===== src/rtl/mebx_onchip_mem_byte_writer_pkg.sv =====
// Shared types and defaults for the on-chip memory byte writer.
package mebx_onchip_mem_byte_writer_pkg;

  localparam int MEM_DEPTH_DEF = 229376;
  localparam int ADDR_W_DEF    = 18;
  localparam int CNT_W_DEF     = 20;

  typedef enum logic [1:0] {
    IDLE    = 2'd0,
    COLLECT = 2'd1,
    WRITE   = 2'd2,
    DONE    = 2'd3
  } state_t;

  // Number of populated byte lanes in a 4-lane word.
  function automatic logic [2:0] popcount4(input logic [3:0] be);
    popcount4 = 3'(be[0]) + 3'(be[1]) + 3'(be[2]) + 3'(be[3]);
  endfunction

endpackage


===== src/rtl/mebx_onchip_mem_byte_writer_if.sv =====
// Command, byte-stream, memory and status signals of the byte writer.
interface mebx_onchip_mem_byte_writer_if
  import mebx_onchip_mem_byte_writer_pkg::*;
#(
  parameter int ADDR_W = ADDR_W_DEF,
  parameter int CNT_W  = CNT_W_DEF
);
  logic              cmd_valid;
  logic              cmd_ready;
  logic [ADDR_W-1:0] cmd_addr;
  logic [CNT_W-1:0]  cmd_bytes;
  logic              snk_valid;
  logic              snk_ready;
  logic [7:0]        snk_data;
  logic              snk_eop;
  logic [ADDR_W-1:0] mem_address;
  logic [3:0]        mem_byteenable;
  logic              mem_chipselect;
  logic              mem_write;
  logic [31:0]       mem_writedata;
  logic              busy;
  logic              done;
  logic              overflow;
  logic [CNT_W-1:0]  bytes_written;

  modport slave (
    input  cmd_valid, cmd_addr, cmd_bytes, snk_valid, snk_data, snk_eop,
    output cmd_ready, snk_ready, mem_address, mem_byteenable, mem_chipselect,
           mem_write, mem_writedata, busy, done, overflow, bytes_written
  );

  modport master (
    output cmd_valid, cmd_addr, cmd_bytes, snk_valid, snk_data, snk_eop,
    input  cmd_ready, snk_ready, mem_address, mem_byteenable, mem_chipselect,
           mem_write, mem_writedata, busy, done, overflow, bytes_written
  );
endinterface


===== src/rtl/mebx_onchip_mem_byte_writer_packer.sv =====
// Packs stream bytes little-endian into a 32-bit word with per-lane enables.
module mebx_byte_lane_packer (
  input  logic        clk,
  input  logic        reset_n,
  input  logic        clr,
  input  logic        load,
  input  logic [7:0]  byte_in,
  output logic [31:0] data,
  output logic [3:0]  be,
  output logic        lane_last
);
  logic [1:0]  lane_r;
  logic [31:0] data_r;
  logic [3:0]  be_r;

  // Lane counter, data and enables: cleared after each word, filled per byte.
  always_ff @(posedge clk or negedge reset_n) begin
    if (!reset_n) begin
      lane_r <= 2'd0;
      data_r <= 32'd0;
      be_r   <= 4'd0;
    end else if (clr) begin
      lane_r <= 2'd0;
      data_r <= 32'd0;
      be_r   <= 4'd0;
    end else if (load) begin
      data_r[{lane_r, 3'b000} +: 8] <= byte_in;
      be_r[lane_r]                  <= 1'b1;
      lane_r                        <= lane_r + 2'd1;
    end else begin
      lane_r <= lane_r;
      data_r <= data_r;
      be_r   <= be_r;
    end
  end

  assign data      = data_r;
  assign be        = be_r;
  assign lane_last = (lane_r == 2'd3);
endmodule


===== src/rtl/mebx_onchip_mem_byte_writer.sv =====
// Collects a byte stream into 32-bit words and writes them to on-chip memory.
module mebx_onchip_mem_byte_writer
  import mebx_onchip_mem_byte_writer_pkg::*;
#(
  parameter int MEM_DEPTH = MEM_DEPTH_DEF,
  parameter int ADDR_W    = ADDR_W_DEF,
  parameter int CNT_W     = CNT_W_DEF
) (
  input logic clk,
  input logic reset_n,
  mebx_onchip_mem_byte_writer_if.slave bus
);
  state_t            state_r;
  state_t            state_nxt_s;
  logic [ADDR_W-1:0] addr_r;
  logic [CNT_W-1:0]  cnt_r;
  logic              end_r;
  logic [CNT_W-1:0]  bytes_written_r;
  logic              overflow_r;
  logic              cmd_ready_r;
  logic              snk_ready_r;
  logic              mem_write_r;
  logic              busy_r;
  logic              done_r;
  logic              cmd_acc_s;
  logic              byte_acc_s;
  logic              oob_s;
  logic [31:0]       addr_ext_s;
  logic [31:0]       pk_data_s;
  logic [3:0]        pk_be_s;
  logic              pk_last_s;

  assign cmd_acc_s  = bus.cmd_valid & cmd_ready_r;
  assign byte_acc_s = bus.snk_valid & snk_ready_r;
  // Compare at 32 bits so a depth that does not fit ADDR_W still works.
  assign addr_ext_s = 32'(addr_r);
  assign oob_s      = (addr_ext_s >= 32'(MEM_DEPTH));

  mebx_byte_lane_packer u_packer (
    .clk       (clk),
    .reset_n   (reset_n),
    .clr       (state_r == WRITE),
    .load      (byte_acc_s),
    .byte_in   (bus.snk_data),
    .data      (pk_data_s),
    .be        (pk_be_s),
    .lane_last (pk_last_s)
  );

  // Next-state decode for the transfer sequencer.
  always_comb begin
    state_nxt_s = state_r;
    case (state_r)
      IDLE: begin
        if (cmd_acc_s) begin
          if (bus.cmd_bytes == {CNT_W{1'b0}}) state_nxt_s = DONE;
          else                               state_nxt_s = COLLECT;
        end else begin
          state_nxt_s = IDLE;
        end
      end
      COLLECT: begin
        if (byte_acc_s && (pk_last_s || (cnt_r == CNT_W'(1)) || bus.snk_eop)) begin
          state_nxt_s = WRITE;
        end else begin
          state_nxt_s = COLLECT;
        end
      end
      WRITE: begin
        if (end_r) state_nxt_s = DONE;
        else       state_nxt_s = COLLECT;
      end
      DONE:    state_nxt_s = IDLE;
      default: state_nxt_s = IDLE;
    endcase
  end

  // State register and handshake/strobe outputs registered from the next state.
  always_ff @(posedge clk or negedge reset_n) begin
    if (!reset_n) begin
      state_r     <= IDLE;
      cmd_ready_r <= 1'b0;
      snk_ready_r <= 1'b0;
      mem_write_r <= 1'b0;
      busy_r      <= 1'b0;
      done_r      <= 1'b0;
    end else begin
      state_r     <= state_nxt_s;
      cmd_ready_r <= (state_nxt_s == IDLE);
      snk_ready_r <= (state_nxt_s == COLLECT);
      mem_write_r <= (state_nxt_s == WRITE) && !oob_s;
      busy_r      <= (state_nxt_s != IDLE);
      done_r      <= (state_nxt_s == DONE);
    end
  end

  // Word address: latched on accept, advanced after each word, parked at 0 when idle.
  always_ff @(posedge clk or negedge reset_n) begin
    if (!reset_n) begin
      addr_r <= {ADDR_W{1'b0}};
    end else if (cmd_acc_s) begin
      addr_r <= bus.cmd_addr;
    end else if (state_r == WRITE) begin
      // Saturate so an out-of-range transfer can never wrap onto address 0.
      if (addr_r != {ADDR_W{1'b1}}) addr_r <= addr_r + ADDR_W'(1);
      else                          addr_r <= addr_r;
    end else if (state_r == DONE) begin
      addr_r <= {ADDR_W{1'b0}};
    end else begin
      addr_r <= addr_r;
    end
  end

  // Remaining byte count and end-of-transfer flag (count exhausted or eop seen).
  always_ff @(posedge clk or negedge reset_n) begin
    if (!reset_n) begin
      cnt_r <= {CNT_W{1'b0}};
      end_r <= 1'b0;
    end else if (cmd_acc_s) begin
      cnt_r <= bus.cmd_bytes;
      end_r <= 1'b0;
    end else if (byte_acc_s) begin
      cnt_r <= cnt_r - CNT_W'(1);
      end_r <= (cnt_r == CNT_W'(1)) || bus.snk_eop;
    end else begin
      cnt_r <= cnt_r;
      end_r <= end_r;
    end
  end

  // Committed-byte counter and sticky overflow flag.
  always_ff @(posedge clk or negedge reset_n) begin
    if (!reset_n) begin
      bytes_written_r <= {CNT_W{1'b0}};
      overflow_r      <= 1'b0;
    end else if (cmd_acc_s) begin
      bytes_written_r <= {CNT_W{1'b0}};
      overflow_r      <= 1'b0;
    end else begin
      if (state_r == WRITE && mem_write_r) begin
        bytes_written_r <= bytes_written_r + CNT_W'(popcount4(pk_be_s));
      end else begin
        bytes_written_r <= bytes_written_r;
      end
      if (state_r == COLLECT && state_nxt_s == WRITE && oob_s) overflow_r <= 1'b1;
      else                                                     overflow_r <= overflow_r;
    end
  end

  assign bus.cmd_ready      = cmd_ready_r;
  assign bus.snk_ready      = snk_ready_r;
  assign bus.mem_address    = addr_r;
  assign bus.mem_byteenable = pk_be_s;
  assign bus.mem_writedata  = pk_data_s;
  assign bus.mem_chipselect = mem_write_r;
  assign bus.mem_write      = mem_write_r;
  assign bus.busy           = busy_r;
  assign bus.done           = done_r;
  assign bus.overflow       = overflow_r;
  assign bus.bytes_written  = bytes_written_r;
endmodule


===== src/flat_wrapper.sv =====
// flat-port wrapper written by rule: the top's interface ports become plain ports
module mebx_onchip_mem_byte_writer_flat import mebx_onchip_mem_byte_writer_pkg::*;
#(
  parameter int MEM_DEPTH = MEM_DEPTH_DEF,
  parameter int ADDR_W    = ADDR_W_DEF,
  parameter int CNT_W     = CNT_W_DEF
)
  (clk, reset_n, bus_cmd_valid, bus_cmd_addr, bus_cmd_bytes, bus_snk_valid, bus_snk_data, bus_snk_eop, bus_cmd_ready, bus_snk_ready, bus_mem_address, bus_mem_byteenable, bus_mem_chipselect, bus_mem_write, bus_mem_writedata, bus_busy, bus_done, bus_overflow, bus_bytes_written);
  mebx_onchip_mem_byte_writer_if #(.ADDR_W(ADDR_W), .CNT_W(CNT_W)) bus_i ();
  input logic clk;
  input logic reset_n;
  input wire logic [$bits(bus_i.cmd_valid)-1:0] bus_cmd_valid;
  input wire logic [$bits(bus_i.cmd_addr)-1:0] bus_cmd_addr;
  input wire logic [$bits(bus_i.cmd_bytes)-1:0] bus_cmd_bytes;
  input wire logic [$bits(bus_i.snk_valid)-1:0] bus_snk_valid;
  input wire logic [$bits(bus_i.snk_data)-1:0] bus_snk_data;
  input wire logic [$bits(bus_i.snk_eop)-1:0] bus_snk_eop;
  output wire logic [$bits(bus_i.cmd_ready)-1:0] bus_cmd_ready;
  output wire logic [$bits(bus_i.snk_ready)-1:0] bus_snk_ready;
  output wire logic [$bits(bus_i.mem_address)-1:0] bus_mem_address;
  output wire logic [$bits(bus_i.mem_byteenable)-1:0] bus_mem_byteenable;
  output wire logic [$bits(bus_i.mem_chipselect)-1:0] bus_mem_chipselect;
  output wire logic [$bits(bus_i.mem_write)-1:0] bus_mem_write;
  output wire logic [$bits(bus_i.mem_writedata)-1:0] bus_mem_writedata;
  output wire logic [$bits(bus_i.busy)-1:0] bus_busy;
  output wire logic [$bits(bus_i.done)-1:0] bus_done;
  output wire logic [$bits(bus_i.overflow)-1:0] bus_overflow;
  output wire logic [$bits(bus_i.bytes_written)-1:0] bus_bytes_written;
  assign bus_i.cmd_valid = bus_cmd_valid;
  assign bus_i.cmd_addr = bus_cmd_addr;
  assign bus_i.cmd_bytes = bus_cmd_bytes;
  assign bus_i.snk_valid = bus_snk_valid;
  assign bus_i.snk_data = bus_snk_data;
  assign bus_i.snk_eop = bus_snk_eop;
  assign bus_cmd_ready = bus_i.cmd_ready;
  assign bus_snk_ready = bus_i.snk_ready;
  assign bus_mem_address = bus_i.mem_address;
  assign bus_mem_byteenable = bus_i.mem_byteenable;
  assign bus_mem_chipselect = bus_i.mem_chipselect;
  assign bus_mem_write = bus_i.mem_write;
  assign bus_mem_writedata = bus_i.mem_writedata;
  assign bus_busy = bus_i.busy;
  assign bus_done = bus_i.done;
  assign bus_overflow = bus_i.overflow;
  assign bus_bytes_written = bus_i.bytes_written;
  mebx_onchip_mem_byte_writer #(.MEM_DEPTH(MEM_DEPTH), .ADDR_W(ADDR_W), .CNT_W(CNT_W)) u_core (.clk(clk), .reset_n(reset_n), .bus(bus_i));
endmodule

===== config.mk =====
export PLATFORM = sky130hd
export DESIGN_NAME = mebx_onchip_mem_byte_writer_flat
export DESIGN_NICKNAME = d
export VERILOG_FILES = /design/src/rtl/mebx_onchip_mem_byte_writer_pkg.sv /design/src/rtl/mebx_onchip_mem_byte_writer_if.sv /design/src/rtl/mebx_onchip_mem_byte_writer_packer.sv /design/src/rtl/mebx_onchip_mem_byte_writer.sv /design/src/flat_wrapper.sv
export SDC_FILE = /design/constraint.sdc
export NUM_CORES = 1
export LEC_CHECK = 0
export ABC_AREA = 1
export ABC_CLOCK_PERIOD_IN_PS = 5300
export BUFFER_PORTS_ARGS = -buffer_cell sky130_fd_sc_hd__buf_2
export CORE_MARGIN = 1.5
export CORE_UTILIZATION = 41
export CTS_CLUSTER_SIZE = 20
export DETAILED_ROUTE_END_ITERATION = 8
export SLEW_MARGIN = 40
export SYNTH_ARGS = -nofsm -noshare
export SYNTH_HDL_FRONTEND = slang
export SYNTH_SLANG_ARGS = --single-unit

===== constraint.sdc =====
create_clock -name clk -period 5.3 [get_ports clk]
set_clock_uncertainty 0.2 [all_clocks]
set_input_delay 0.53 -clock clk [delete_from_list [all_inputs] [get_ports clk]]
set_output_delay 0.53 -clock clk [all_outputs]
set_load 0.02 [all_outputs]

==> run_results.csv <==
group,metric,value,unit
critical_path,cp.arrival,3030,ps
die,die-area,0.0150,sq mm
sta,final-hold-violation-count,0,
critical_path,crit_required,5350,ps
drt,final_antenna_net_count,0,
drt,drt_wl_total,16.1,mm
placed_design,placedCellCount,1050,
final_layout,diodes,0,
final_layout,final_cell_mix,"nand2_1 (192), buf_2 (130), dfrtp_1 (105), nand3_1 (83), inv_1 (81)",
synthesis,syn_inst,754,
die,dieWidth,122,um
synthesis,netlist-cell-type-count,44,
drt,drc,0,
drt,first_pass_iters,5,
final_layout,fin_area,0.00697,sq mm
global_routing,grt_max_degree,57,
critical_path,worstSetupPathType,"flip-flop to flip-flop",
final_layout,drive_above_1_share,0.193,
final_layout,area_growth,19.0,%
critical_path,critPathCaptureType,"flip-flop",
sta,finalCritPeriodShare,0.562,
placed_design,placed_area,0.00666,sq mm
sta,whs,7.90,ps
cts,cts_resized,0,
final_layout,nNetsFinal,947,
cts,cts_hold_buf,0,
job,drv_cap,0,
critical_path,path_buf_inv,2,
drt,routedWlPerCell,15.1,um
placed_design,gp_congestion,0.866,
synthesis,async_flop_share,1.00,
die,rows,43,
cts,cts_root_buf,"clkbuf_16",
placed_design,port_buffers,131,
critical_path,crit_slowest_cell,"dfrtp_1",
sta,worstMarginPinSlew,794,ps
die,die_y,122,um
die,start_util,0.422,
final_layout,stdcell_count,1066,
global_routing,grt_pass1_vias,5291,
synthesis,netlist_area,0.00585,sq mm
synthesis,synth_top_cell_by_area,"dfrtp_1",
critical_path,crit_chain,"ha_1 > inv_1 > fa_1 > inv_1 > ha_1 > ha_1 > nand3_1 > nand3_1 > nand4_4 > and2b_1 > nand3_1 > nand2_1 > nor2_1",
cts,cts_inserted_buffers,9,
drt,drt_iter0_drc,404,
sta,tns,0,ps
synthesis,synth-seq-cells,105,
drt,avgViaCountPerCell,5.26,
critical_path,cp_top_family,"adder cells",
synthesis,yosys-top-cells-area,"dfrtp_1 (45%), nand2_1 (12%), nand3_1 (7.1%)",
worst_hold_path,min_path_type,"input port to asynchronous set/reset pin",
sta,fin_crit,2980,ps
final_layout,final_core_util,0.502,
drt,vias,5608,
sta,finalSetupViolations,0,
cts,h-tree-depth,3,
cts,clock-sinks,105,
synthesis,synthesis.nets,820,
sta,fin_ws,2320,ps
placed_design,dp_hpwl,11.8,mm
critical_path,start_kind,"flip-flop",
cts,post_cts_buffers,0,
synthesis,avgSynthCellArea,7.76,sq um
synthesis,yosysSeqAreaShare,0.449,
critical_path,slowest_delay,410,ps
pwr,finalPower,3.58,mW
synthesis,synth_top_area_frac,0.449,
global_routing,grt-ovfl-total,0,
critical_path,path_max_fanout,7,
global_routing,grt_antenna_before_repair,0,
synthesis,yosys_warnings,0,
pwr,p_leak,3.52,nW
final_layout,fillers,1355,
placed_design,dp_slack,2340,ps
sta,fmax,336,MHz
sta,slew_headroom,0.469,
pwr,power_density,515,mW/mm^2
pwr,ir_worst_vdd,0.000221,V
global_routing,grt_pass1_wl,26.1,mm
cts,clock_path_buffers,2,
sta,drv_slew,0,
die,io_pins,132,
die,core,0.0139,sq mm
cts,clkTransAtPathRegs,70,ps
synthesis,synth_edf_count,0,
cts,tritoncts,"done",
global_routing,grt_usage,0.223,
status,status,"completed",
cts,clock_latency,360,ps
sta,rsz0062_at_grt,"no",
synthesis,synthFlopType,"dfrtp_1",
final_layout,final_common_cell,"nand2_1",
[final timing paths]
path                                           from                            to  slack [ps]  cells past startpoint
min reg2reg                u_core.u_packer.data[21]      u_core.u_packer.data[21]         280                      2
max                           u_core.u_packer.be[0]  u_core.bus.bytes_written[19]        2320                     13
max in group asynchronous                   reset_n         u_core.u_packer.be[0]        3740                      2
max reg2reg                   u_core.u_packer.be[0]  u_core.bus.bytes_written[19]        2320                     13
min in group clk                    bus_cmd_addr[6]     u_core.bus.mem_address[6]         170                      3
min                                         reset_n              u_core.cnt_r[10]           8                      1
[per-layer routing]
layer / up-vias / global-route usage / share of wire
met3: 21 / 0.0548 / 0.065
met4: 0 / 0.0640 / 0.016
met1: 2646 / 0.299 / 0.45
li1: 2754 / - / -
met2: 187 / 0.358 / 0.46
met5: - / 0 / 0
[area by class of cell]
cell class                      instances  area (sq um)  area share
Clock buffer                            9           225      0.0323
Clock inverter                          7          82.6      0.0119
Inverter                               88           330      0.0474
Multi-Input combinational cell        543          2790       0.401
Sequential cell                       105          2630       0.377
Tap cell                              180           225      0.0323
Timing Repair Buffer                  134           681      0.0977
[synth_stat cells (all sizes together), types with 13 or more instances]
cell type / number
o21ai: 44
nand2: 196
nor3: 14
ha: 13
a21oi: 24
nand3: 84
buf: 14
inv: 85
nand4: 18
o31ai: 17
nor2: 82
dfrtp: 105
[cells by family (layout without fill, tap and decap cells)]
group | Yosys count | after routing | share of synthesized area
flip-flops | 105 | 105 | 0.449
XOR/XNOR | 14 | 14 | 0.0210
AND/OR/NAND/NOR | 400 | 400 | 0.303
buffers and inverters | 106 | 238 | 0.0736
AO/OA/AOI/OAI | 114 | 114 | 0.119
adder cells (fa/ha/maj) | 15 | 15 | 0.0346
[power breakdown]
| part | internal [mW] | switching [mW] | total, mW |
|---|---|---|---|
| combinational | 0.514 | 1.05 | 1.56 |
| clock | 0.338 | 0.345 | 0.683 |
| sequential | 1.06 | 0.273 | 1.34 |
| total | 1.92 | 1.67 | 3.58 |
[sequential cells by signal (all words and copies together) (netlist names)]
name	flops
u_core.end_r	1
u_core.bus.done	1
u_core.u_packer.lane_r	2
u_core.bus.busy	1
u_core.cnt_r	20
u_core.bus.cmd_ready	1
u_core.bus.mem_address	18
u_core.u_packer.be	4
u_core.bus.overflow	1
u_core.bus.mem_chipselect	1
u_core.bus.bytes_written	20
u_core.u_packer.data	32
u_core.bus.snk_ready	1
u_core.state_r	2
[worst reg2reg max path, cell delays in order (launching register included)]
cell and delay [ps]:
dfrtp_1 410, ha_1 290, inv_1 40, fa_1 360
inv_1 60, ha_1 250, ha_1 290, nand3_1 90
nand3_1 220, nand4_4 200, and2b_1 280, nand3_1 80
nand2_1 70, nor2_1 40
(Power assumes the default switching activity.)
